## config.mk

```make
export PLATFORM = sky130hd
export DESIGN_NAME = cache_miss_handler
export DESIGN_NICKNAME = d
export VERILOG_FILES = /design/src/rtl/cache_miss_handler_pkg.sv /design/src/rtl/cache_miss_handler_bus_timeout_counter.sv /design/src/rtl/cache_miss_handler.sv
export SDC_FILE = /design/constraint.sdc
export NUM_CORES = 1
export LEC_CHECK = 0
export ABC_AREA = 1
export CORE_MARGIN = 2
export CORE_UTILIZATION = 44
export DETAILED_ROUTE_END_ITERATION = 16
export PLACE_DENSITY = 0.87
export SKIP_CTS_REPAIR_TIMING = 1
export SLEW_MARGIN = 20
export SYNTH_ARGS = -nofsm -noshare
export SYNTH_HDL_FRONTEND = slang
export SYNTH_HIERARCHICAL = 1
export SYNTH_SLANG_ARGS = --single-unit
```

## constraint.sdc

```tcl
create_clock -name clk -period 15.71 [get_ports clk]
set_input_delay 4.713 -clock clk [delete_from_list [all_inputs] [get_ports clk]]
set_output_delay 4.713 -clock clk [all_outputs]
set_load 0.02 [all_outputs]
```

## src/rtl/cache_miss_handler_pkg.sv

```systemverilog
// Shared definitions for the cache miss handler and the cache it drives.
// Holds the default data/address widths, the default memory timeout, the
// controller state encoding and a counter-width helper.
package cache_miss_handler_pkg;

    localparam int DEF_DATA_WIDTH = 32;
    localparam int DEF_ADDR_SIZE  = 32;
    localparam int DEF_TIMEOUT    = 255;

    typedef enum logic [2:0] {
        ST_IDLE   = 3'd0,
        ST_LOOKUP = 3'd1,
        ST_MEM_RD = 3'd2,
        ST_FILL   = 3'd3,
        ST_MEM_WR = 3'd4,
        ST_DONE   = 3'd5
    } cmh_state_e;

    // Bits needed to hold values 0..max_val.
    function automatic int cnt_width(input int max_val);
        return (max_val < 1) ? 1 : $clog2(max_val + 1);
    endfunction

endpackage

```

## src/rtl/cache_miss_handler_bus_timeout_counter.sv

```systemverilog
// bus_timeout_counter: counts memory wait cycles for the miss handler.
// Ports:
//   clk, reset  - clock, asynchronous active-high reset
//   i_clear     - restart the count at 0 (wins over i_enable)
//   i_enable    - count this cycle (a cycle spent waiting without ack)
//   o_expired   - the current waiting cycle is the TIMEOUT-th one
module bus_timeout_counter
    import cache_miss_handler_pkg::*;
#(
    parameter int TIMEOUT = DEF_TIMEOUT
) (
    input  logic clk,
    input  logic reset,
    input  logic i_clear,
    input  logic i_enable,
    output logic o_expired
);
    localparam int CW = cnt_width(TIMEOUT);

    logic [CW-1:0] r_count;

    // Count is 0 during the first wait cycle, so reaching TIMEOUT-1 means
    // this is the last cycle the memory is allowed before giving up.
    assign o_expired = (r_count == CW'(TIMEOUT - 1));

    always_ff @(posedge clk or posedge reset) begin
        if (reset)                      r_count <= '0;
        else if (i_clear)               r_count <= '0;
        else if (i_enable && !o_expired) r_count <= r_count + 1'b1;
    end

endmodule

```

## src/rtl/cache_miss_handler.sv

```systemverilog
// cache_miss_handler: single-outstanding-request controller between a CPU,
// a registered cache and a memory bus. Reads look up the cache and on a miss
// fetch from memory and fill the cache; writes are write-through allocate.
// Ports:
//   clk, reset                  - clock, asynchronous active-high reset
//   cpu_rd/cpu_wr/cpu_addr/cpu_wdata - CPU request, held until cpu_valid
//   cpu_rdata/cpu_valid/stall   - read result, completion pulse, pipeline hold
//   cache_rd_en/cache_addr      - cache lookup (result on cache_hit/cache_data
//                                 one cycle later)
//   fill_we/fill_data           - cache write port
//   mem_req/mem_we/mem_addr/mem_wdata, mem_ack/mem_rdata - memory bus
//   bus_err                     - sticky memory timeout flag
module cache_miss_handler
    import cache_miss_handler_pkg::*;
#(
    parameter int DATA_WIDTH = DEF_DATA_WIDTH,
    parameter int ADDR_SIZE  = DEF_ADDR_SIZE,
    parameter int TIMEOUT    = DEF_TIMEOUT
) (
    input  logic                  clk,
    input  logic                  reset,
    input  logic                  cpu_rd,
    input  logic                  cpu_wr,
    input  logic [ADDR_SIZE-1:0]  cpu_addr,
    input  logic [DATA_WIDTH-1:0] cpu_wdata,
    output logic [DATA_WIDTH-1:0] cpu_rdata,
    output logic                  cpu_valid,
    output logic                  stall,
    output logic                  cache_rd_en,
    output logic [ADDR_SIZE-1:0]  cache_addr,
    input  logic                  cache_hit,
    input  logic [DATA_WIDTH-1:0] cache_data,
    output logic                  fill_we,
    output logic [DATA_WIDTH-1:0] fill_data,
    output logic                  mem_req,
    output logic                  mem_we,
    output logic [ADDR_SIZE-1:0]  mem_addr,
    output logic [DATA_WIDTH-1:0] mem_wdata,
    input  logic                  mem_ack,
    input  logic [DATA_WIDTH-1:0] mem_rdata,
    output logic                  bus_err
);
    cmh_state_e            r_state;
    logic [ADDR_SIZE-1:0]  r_addr;
    logic [DATA_WIDTH-1:0] r_wdata;
    logic [DATA_WIDTH-1:0] r_rdata;
    logic [DATA_WIDTH-1:0] r_fill_data;
    logic                  r_fill_we;
    logic                  r_mem_req;
    logic                  r_mem_we;
    logic                  r_cpu_valid;
    logic                  r_bus_err;

    logic w_in_mem;
    logic w_rd_accept;
    logic w_cnt_clear;
    logic w_cnt_en;
    logic w_expired;

    assign w_in_mem    = (r_state == ST_MEM_RD) || (r_state == ST_MEM_WR);
    // Write wins over a simultaneous read.
    assign w_rd_accept = !reset && (r_state == ST_IDLE) && cpu_rd && !cpu_wr;
    assign w_cnt_clear = ((r_state == ST_IDLE) && cpu_wr) ||
                         ((r_state == ST_LOOKUP) && !cache_hit);
    assign w_cnt_en    = w_in_mem && !mem_ack;

    bus_timeout_counter #(.TIMEOUT(TIMEOUT)) u_timeout (
        .clk       (clk),
        .reset     (reset),
        .i_clear   (w_cnt_clear),
        .i_enable  (w_cnt_en),
        .o_expired (w_expired)
    );

    // Combinational outputs are gated with reset so they drop immediately,
    // even while a request is still being held on the CPU side.
    assign stall       = !reset && ((r_state == ST_IDLE) ? (cpu_rd | cpu_wr)
                                                         : (r_state != ST_DONE));
    assign cache_rd_en = w_rd_accept;
    // The lookup happens in the accepting cycle, before the address is latched.
    assign cache_addr  = reset ? '0 : (w_rd_accept ? cpu_addr : r_addr);

    assign cpu_rdata = r_rdata;
    assign cpu_valid = r_cpu_valid;
    assign fill_we   = r_fill_we;
    assign fill_data = r_fill_data;
    assign mem_req   = r_mem_req;
    assign mem_we    = r_mem_we;
    assign mem_addr  = r_addr;
    assign mem_wdata = r_wdata;
    assign bus_err   = r_bus_err;

    always_ff @(posedge clk or posedge reset) begin
        if (reset) begin
            r_state     <= ST_IDLE;
            r_addr      <= '0;
            r_wdata     <= '0;
            r_rdata     <= '0;
            r_fill_data <= '0;
            r_fill_we   <= 1'b0;
            r_mem_req   <= 1'b0;
            r_mem_we    <= 1'b0;
            r_cpu_valid <= 1'b0;
            r_bus_err   <= 1'b0;
        end else begin
            r_fill_we   <= 1'b0;
            r_cpu_valid <= 1'b0;
            case (r_state)
                ST_IDLE: begin
                    if (cpu_wr) begin
                        // Write-through allocate: cache write and memory write
                        // both start from the latched address/data.
                        r_addr      <= cpu_addr;
                        r_wdata     <= cpu_wdata;
                        r_fill_data <= cpu_wdata;
                        r_fill_we   <= 1'b1;
                        r_mem_we    <= 1'b1;
                        r_mem_req   <= 1'b1;
                        r_state     <= ST_MEM_WR;
                    end else if (cpu_rd) begin
                        r_addr   <= cpu_addr;
                        r_mem_we <= 1'b0;
                        r_state  <= ST_LOOKUP;
                    end
                end
                ST_LOOKUP: begin
                    if (cache_hit) begin
                        r_rdata     <= cache_data;
                        r_cpu_valid <= 1'b1;
                        r_state     <= ST_DONE;
                    end else begin
                        r_mem_req <= 1'b1;
                        r_state   <= ST_MEM_RD;
                    end
                end
                ST_MEM_RD, ST_MEM_WR: begin
                    // Ack is checked first so an ack on the last allowed
                    // cycle still completes normally.
                    if (mem_ack) begin
                        r_mem_req <= 1'b0;
                        if (r_state == ST_MEM_RD) begin
                            r_rdata     <= mem_rdata;
                            r_fill_data <= mem_rdata;
                            r_fill_we   <= 1'b1;
                            r_state     <= ST_FILL;
                        end else begin
                            r_cpu_valid <= 1'b1;
                            r_state     <= ST_DONE;
                        end
                    end else if (w_expired) begin
                        r_mem_req   <= 1'b0;
                        r_bus_err   <= 1'b1;
                        r_rdata     <= '0;
                        r_cpu_valid <= 1'b1;
                        r_state     <= ST_DONE;
                    end
                end
                ST_FILL: begin
                    r_cpu_valid <= 1'b1;
                    r_state     <= ST_DONE;
                end
                ST_DONE: r_state <= ST_IDLE;
                default: r_state <= ST_IDLE;
            endcase
        end
    end

endmodule

```

### Word level (Yosys, flattened, before mapping)

Cells that the tools add are included.

| storage, ports and cells | value |
|---|---|
| flip-flop bits (word level) | 144 |
| input bits | 134 |
| output and inout port bits | 167 |
| word-level logic and storage cells | 95 |

| operators by class | value |
|---|---|
| add/sub/neg operators | 1 |
| eq/ne operators | 14 |
| multiplexer cells | 38 |
| bitwise logic cells | 2 |
| reductions and logical operators | 29 |

Operator list:

| operator | count |
|---|---|
| $mux 32 | 10 |
| $pmux 32 s2 | 2 |
| $mux 3 | 6 |
| $mux 8 | 2 |
| $mux 1 | 14 |
| $pmux 3 s4 | 1 |
| $reduce_and 4->1 | 3 |
| $ne 2x2->1 const B | 5 |
| $ne 3x3->1 const B | 3 |
| $add 8x1->8 const B | 1 |
| $eq 8x8->1 const B | 1 |
| $logic_and 1x1->1 | 8 |
| $reduce_bool 2->1 | 4 |
| $eq 3x2->1 const B | 2 |
| $pmux 1 s3 | 2 |
| $reduce_and 2->1 | 3 |
| $logic_not 1->1 | 5 |
| $eq 3x1->1 const B | 1 |
| $eq 3x3->1 const B | 1 |
| $logic_not 3->1 | 1 |
| $ne 3x2->1 const B | 1 |
| $reduce_and 3->1 | 1 |
| $reduce_bool 3->1 | 1 |
| $logic_or 1x1->1 | 2 |
| 4 further kinds | 4 |

### Longest topological paths before layout

| depth | value |
|---|---|
| depth after elaboration | 6 |
| gate-level depth with buffers | 12 |
| mapped depth without buffers | 12 |

### Modules after synthesis

Netlist, hierarchy kept.

By module, submodules not included:

| module | instances | cells an instance | area an instance (sq um) | sequential area each (sq um) |
|---|---|---|---|---|
| cache_miss_handler | 1 | 977 | 6,960.4 | 3,403.3 |
| bus_timeout_counter | 1 | 72 | 519.2 | 200.2 |

### Worst setup path after synthesis

OpenSTA, ideal clock, no wires.

| timing | value |
|---|---|
| path kind | input to output |
| start | input port reset |
| end | output port cache_addr[22] |
| arrival time | 9.877 ns |
| slack | 1.120 ns |
| cell stages on the path | 4 |
| cells stage by stage | inv_1 clkbuf_1 o21ai_0 nor2_1 |

| on the way | value |
|---|---|
| word-level cells in the longest chain between the ends | 6 |

Ends and longest elaborated chain:

| element | line | text |
|---|---|---|
| start, declared | cache_miss_handler.sv:21 | `input logic reset,` |
| $logic_not 1->1 (no line) | -- |  |
| $logic_and 1x1->1 (3 in a row) | cache_miss_handler.sv:62 | `assign w_rd_accept = !reset && (r_state == ST_IDLE) && cpu_rd && !cpu_wr;` |
| $mux 32 | cache_miss_handler.sv:81 | `assign cache_addr = reset ? '0 : (w_rd_accept ? cpu_addr : r_addr);` |
| $mux 32 * | cache_miss_handler.sv:81 |  |
| end, declared | cache_miss_handler.sv:30 | `output logic [ADDR_SIZE-1:0] cache_addr,` |

Mark *: on every way between the ends. The rest lies on a longest branch, timed or not.

### Worst setup path after layout

| timing | value |
|---|---|
| start | input port cpu_wr |
| end | output port cache_addr[14] |

| on the way | value |
|---|---|
| word-level cells in the longest chain between the ends | 4 |

Ends and longest elaborated chain:

| element | line | text |
|---|---|---|
| start, declared | cache_miss_handler.sv:23 | `input logic cpu_wr,` |
| $logic_not 1->1 | cache_miss_handler.sv:62 |  |
| $logic_and 1x1->1 | cache_miss_handler.sv:62 |  |
| $mux 32 (2 in a row) | cache_miss_handler.sv:81 |  |

No other way between the ends.

==> impl_metrics.env <==
export IMPL_outcome="finished clean"
export IMPL_gp_congestion=0.897
export IMPL_crit_start="cpu_wr"
export IMPL_cts_tree="done"
export IMPL_critPathKind="in -> out"
export IMPL_worst_slack_ns=3.55
export IMPL_n_antenna_cell=0
export IMPL_root_buffer="clkbuf_16"
export IMPL_hold_class="reg -> reg"
export IMPL_avgSynthCellArea_sq_um=7.13
export IMPL_ios=301
export IMPL_synth_yosys_warnings=6
export IMPL_start_kind="input pin"
export IMPL_max_vdd_ir_drop_mv=0.123
export IMPL_rsz0062_at_grt="no"
export IMPL_crit_fanout=34
export IMPL_drv_slew=0
export IMPL_crit_reg2reg_launch="r_state[0]"
export IMPL_die_h_microns=134
export IMPL_die_width_microns=134
export IMPL_power_density_nw_per_um2=218
export IMPL_cp_endpoint="cache_addr[14]"
export IMPL_grt_max_degree=120
export IMPL_finalCritPeriodShare_pct=77.4
export IMPL_finClkSkew_ns=0.00741
export IMPL_vias=7780
export IMPL_numCtsBuffers=17
export IMPL_synth_edf_count=0
export IMPL_setup_violations=0
export IMPL_clkPwrFrac_pct=16.1
export IMPL_rows=47
export IMPL_synth_area_sq_um=7480
export IMPL_hold_violations=0
export IMPL_syn_to_final_growth_pct=47.6
export IMPL_arrival_ns=7.45
export IMPL_die_area_sq_um=18100
export IMPL_wirelength_microns=24400
export IMPL_synth_main_ff_cell="dfrtp_1"
export IMPL_power_switching_uw=1110
export IMPL_tns_ns=0
export IMPL_clock_fmax_mhz=82.2
export IMPL_first_iter_violations=486
export IMPL_yosysTopAreaCell="dfrtp_1"
export IMPL_period_minus_slack_ns=12.16
export IMPL_worstHoldStart="mem_req"
export IMPL_yosysMostFrequentCell="nand2_1"
export IMPL_clk_path_buf_depth=2
export IMPL_pwr_share_comb_pct=56.2
export IMPL_synth_area_leaders="dfrtp_1, nand2_1, o21ai_0"
export IMPL_p_int_uw=1300
export IMPL_vias_per_cell=5.03
export IMPL_pwr_share_seq_pct=27.7
export IMPL_total_leakage_power_uw=0.00562
export IMPL_finalNetCount=1449
export IMPL_clkTransAtPathRegs_ns=0.06
export IMPL_reg2regPathDepth=7
export IMPL_drive_gt1_share_pct=4.68
export IMPL_start_util_pct=45.1
export IMPL_max_slew_margin_rel_pct=32.5
export IMPL_wl_per_cell_microns=15.8
export IMPL_clk_latency_ns=0.43
export IMPL_numPortBuffers=300
export IMPL_synth_cells=1049
export IMPL_drtPass1Iterations=5
export IMPL_dpl_hpwl_microns=17000
export IMPL_antenna_found_initial=1
export IMPL_ant_nets=0
export IMPL_maxCapViolCount=0
export IMPL_grt_use_total_pct=27.3
export IMPL_synth_top_cell_area_share_pct=48.2
export IMPL_syn_nets=1185
export IMPL_synth_distinct_cells=25
export IMPL_grt_pass1_vias=7429
export IMPL_post_route_drc_count=0
export IMPL_pre_cts_slack_ns=3.58
export IMPL_reg2reg_slack_ns=12.21
export IMPL_synth_seq_area_share_pct=48.2
export IMPL_reg2reg_to="cpu_rdata[4]"
export IMPL_fill_cells=1364
export IMPL_coreArea_sq_um=16600
export IMPL_switching_share_pct=46.0
export IMPL_post_route_util_pct=66.6
export IMPL_ys_seq_elements=144
export IMPL_grt_ovfl_total=0
export IMPL_tightest_slew_ns=1.01
export IMPL_cts_num_sinks=144
export IMPL_grt_pass1_wl_microns=38400
export IMPL_end_kind="primary output"
export IMPL_cp_required_ns=11.00
export IMPL_async_flop_share_pct=100
export IMPL_synth_common_cells="nand2_1, dfrtp_1, o21ai_0"
export IMPL_cts_htree_levels=4
## flip-flops by register name (all words and copies together), names as in the netlist
| register | count |
|---|---|
| mem_we | 1 |
| mem_wdata | 32 |
| mem_addr | 32 |
| r_state | 3 |
| bus_err | 1 |
| u_timeout/r_count | 8 |
| cpu_valid | 1 |
| cpu_rdata | 32 |
| mem_req | 1 |
| fill_we | 1 |
| fill_data | 32 |
## how the worst min path moves through the flow
stage | slack (ns) | end | cells past startpoint
final | 0.48 | mem_req | 2
after detailed placement | 0.46 | cpu_rdata[28] | 2
after global routing | 0.50 | mem_req | 2
after CTS | 0.48 | cpu_rdata[24] | 2
after global placement | 0.45 | bus_err | 1
after floorplan | 0.47 | u_timeout/r_count[7] | 2
## metal layers
metal  track usage (%)  part of all wire, %
met5                 0                0.057
met4              13.3                  4.0
met3              10.5                   11
met2              44.6                   48
met1              31.4                   38
## power by group through the flow
stage	registers, uW	clock network [uW]	logic [uW]
3_5_place_dp	663	0	1350
2_1_floorplan	839	0	619
3_3_place_gp	659	0	1310
4_1_cts	662	396	1350
5_1_grt	683	412	1480
6_report	665	388	1350
## critical path, stage by stage
cell             delay, ns
clkdlybuf4s50_1       0.49
inv_1                 0.10
nand3_2               0.12
nor2_4                0.54
inv_1                 0.62
nor2_1                0.25
nor2_1                0.07
clkdlybuf4s50_1       0.53
## cells in the final DEF, fill, tap and decap left out, types with 2 or more instances in the layout
cell,count
nand2_1,461
clkbuf_16,17
xor2_1,3
clkdlybuf4s50_1,300
nor2_4,5
inv_2,5
nand3_1,78
nand2_2,7
inv_6,5
ha_1,2
o21ai_0,92
nor3_1,3
nand3_2,3
clkinvlp_4,5
nand2_4,3
inv_1,84
o21ai_1,8
nand4_1,4
nor2_1,80
dfrtp_1,144
a21oi_1,4
buf_4,4
clkinv_4,4
## cell families (layout without fill, tap and decap cells)
| family | after synthesis | after routing | synth area share [%] |
|---|---|---|---|
| compound gates | 106 | 106 | 7.19 |
| xor+xnor | 3 | 3 | 0.351 |
| fa+ha+maj | 2 | 2 | 0.335 |
| buf+inv | 150 | 427 | 8.85 |
| flops | 144 | 144 | 48.2 |
| simple gates | 644 | 644 | 35.1 |
## per-stage QoR
stage | total power (uW) | instance area, sq um | std cells | hold slack, ns
final | 2400 | 11000 | 1546 | 0.476
after global routing | 2570 | 11000 | 1546 | 0.505
after CTS | 2410 | 11000 | 1546 | 0.481
after detailed placement | 2010 | 10500 | 1514 | 0.465
after global placement | 1970 | 10500 | 1514 | 0.454
after floorplan | 1460 | 7480 | 1049 | 0.470
## layout make-up
cell class	instances	area (sq um)	area share, %
Clock inverter	14	134	1.21
Tap cell	220	275	2.49
Inverter	91	352	3.18
Sequential cell	144	3600	32.6
Clock buffer	18	429	3.89
Timing Repair Buffer	304	3030	27.5
Multi-Input combinational cell	755	3210	29.1
Power figures use the tool's default switching activity.
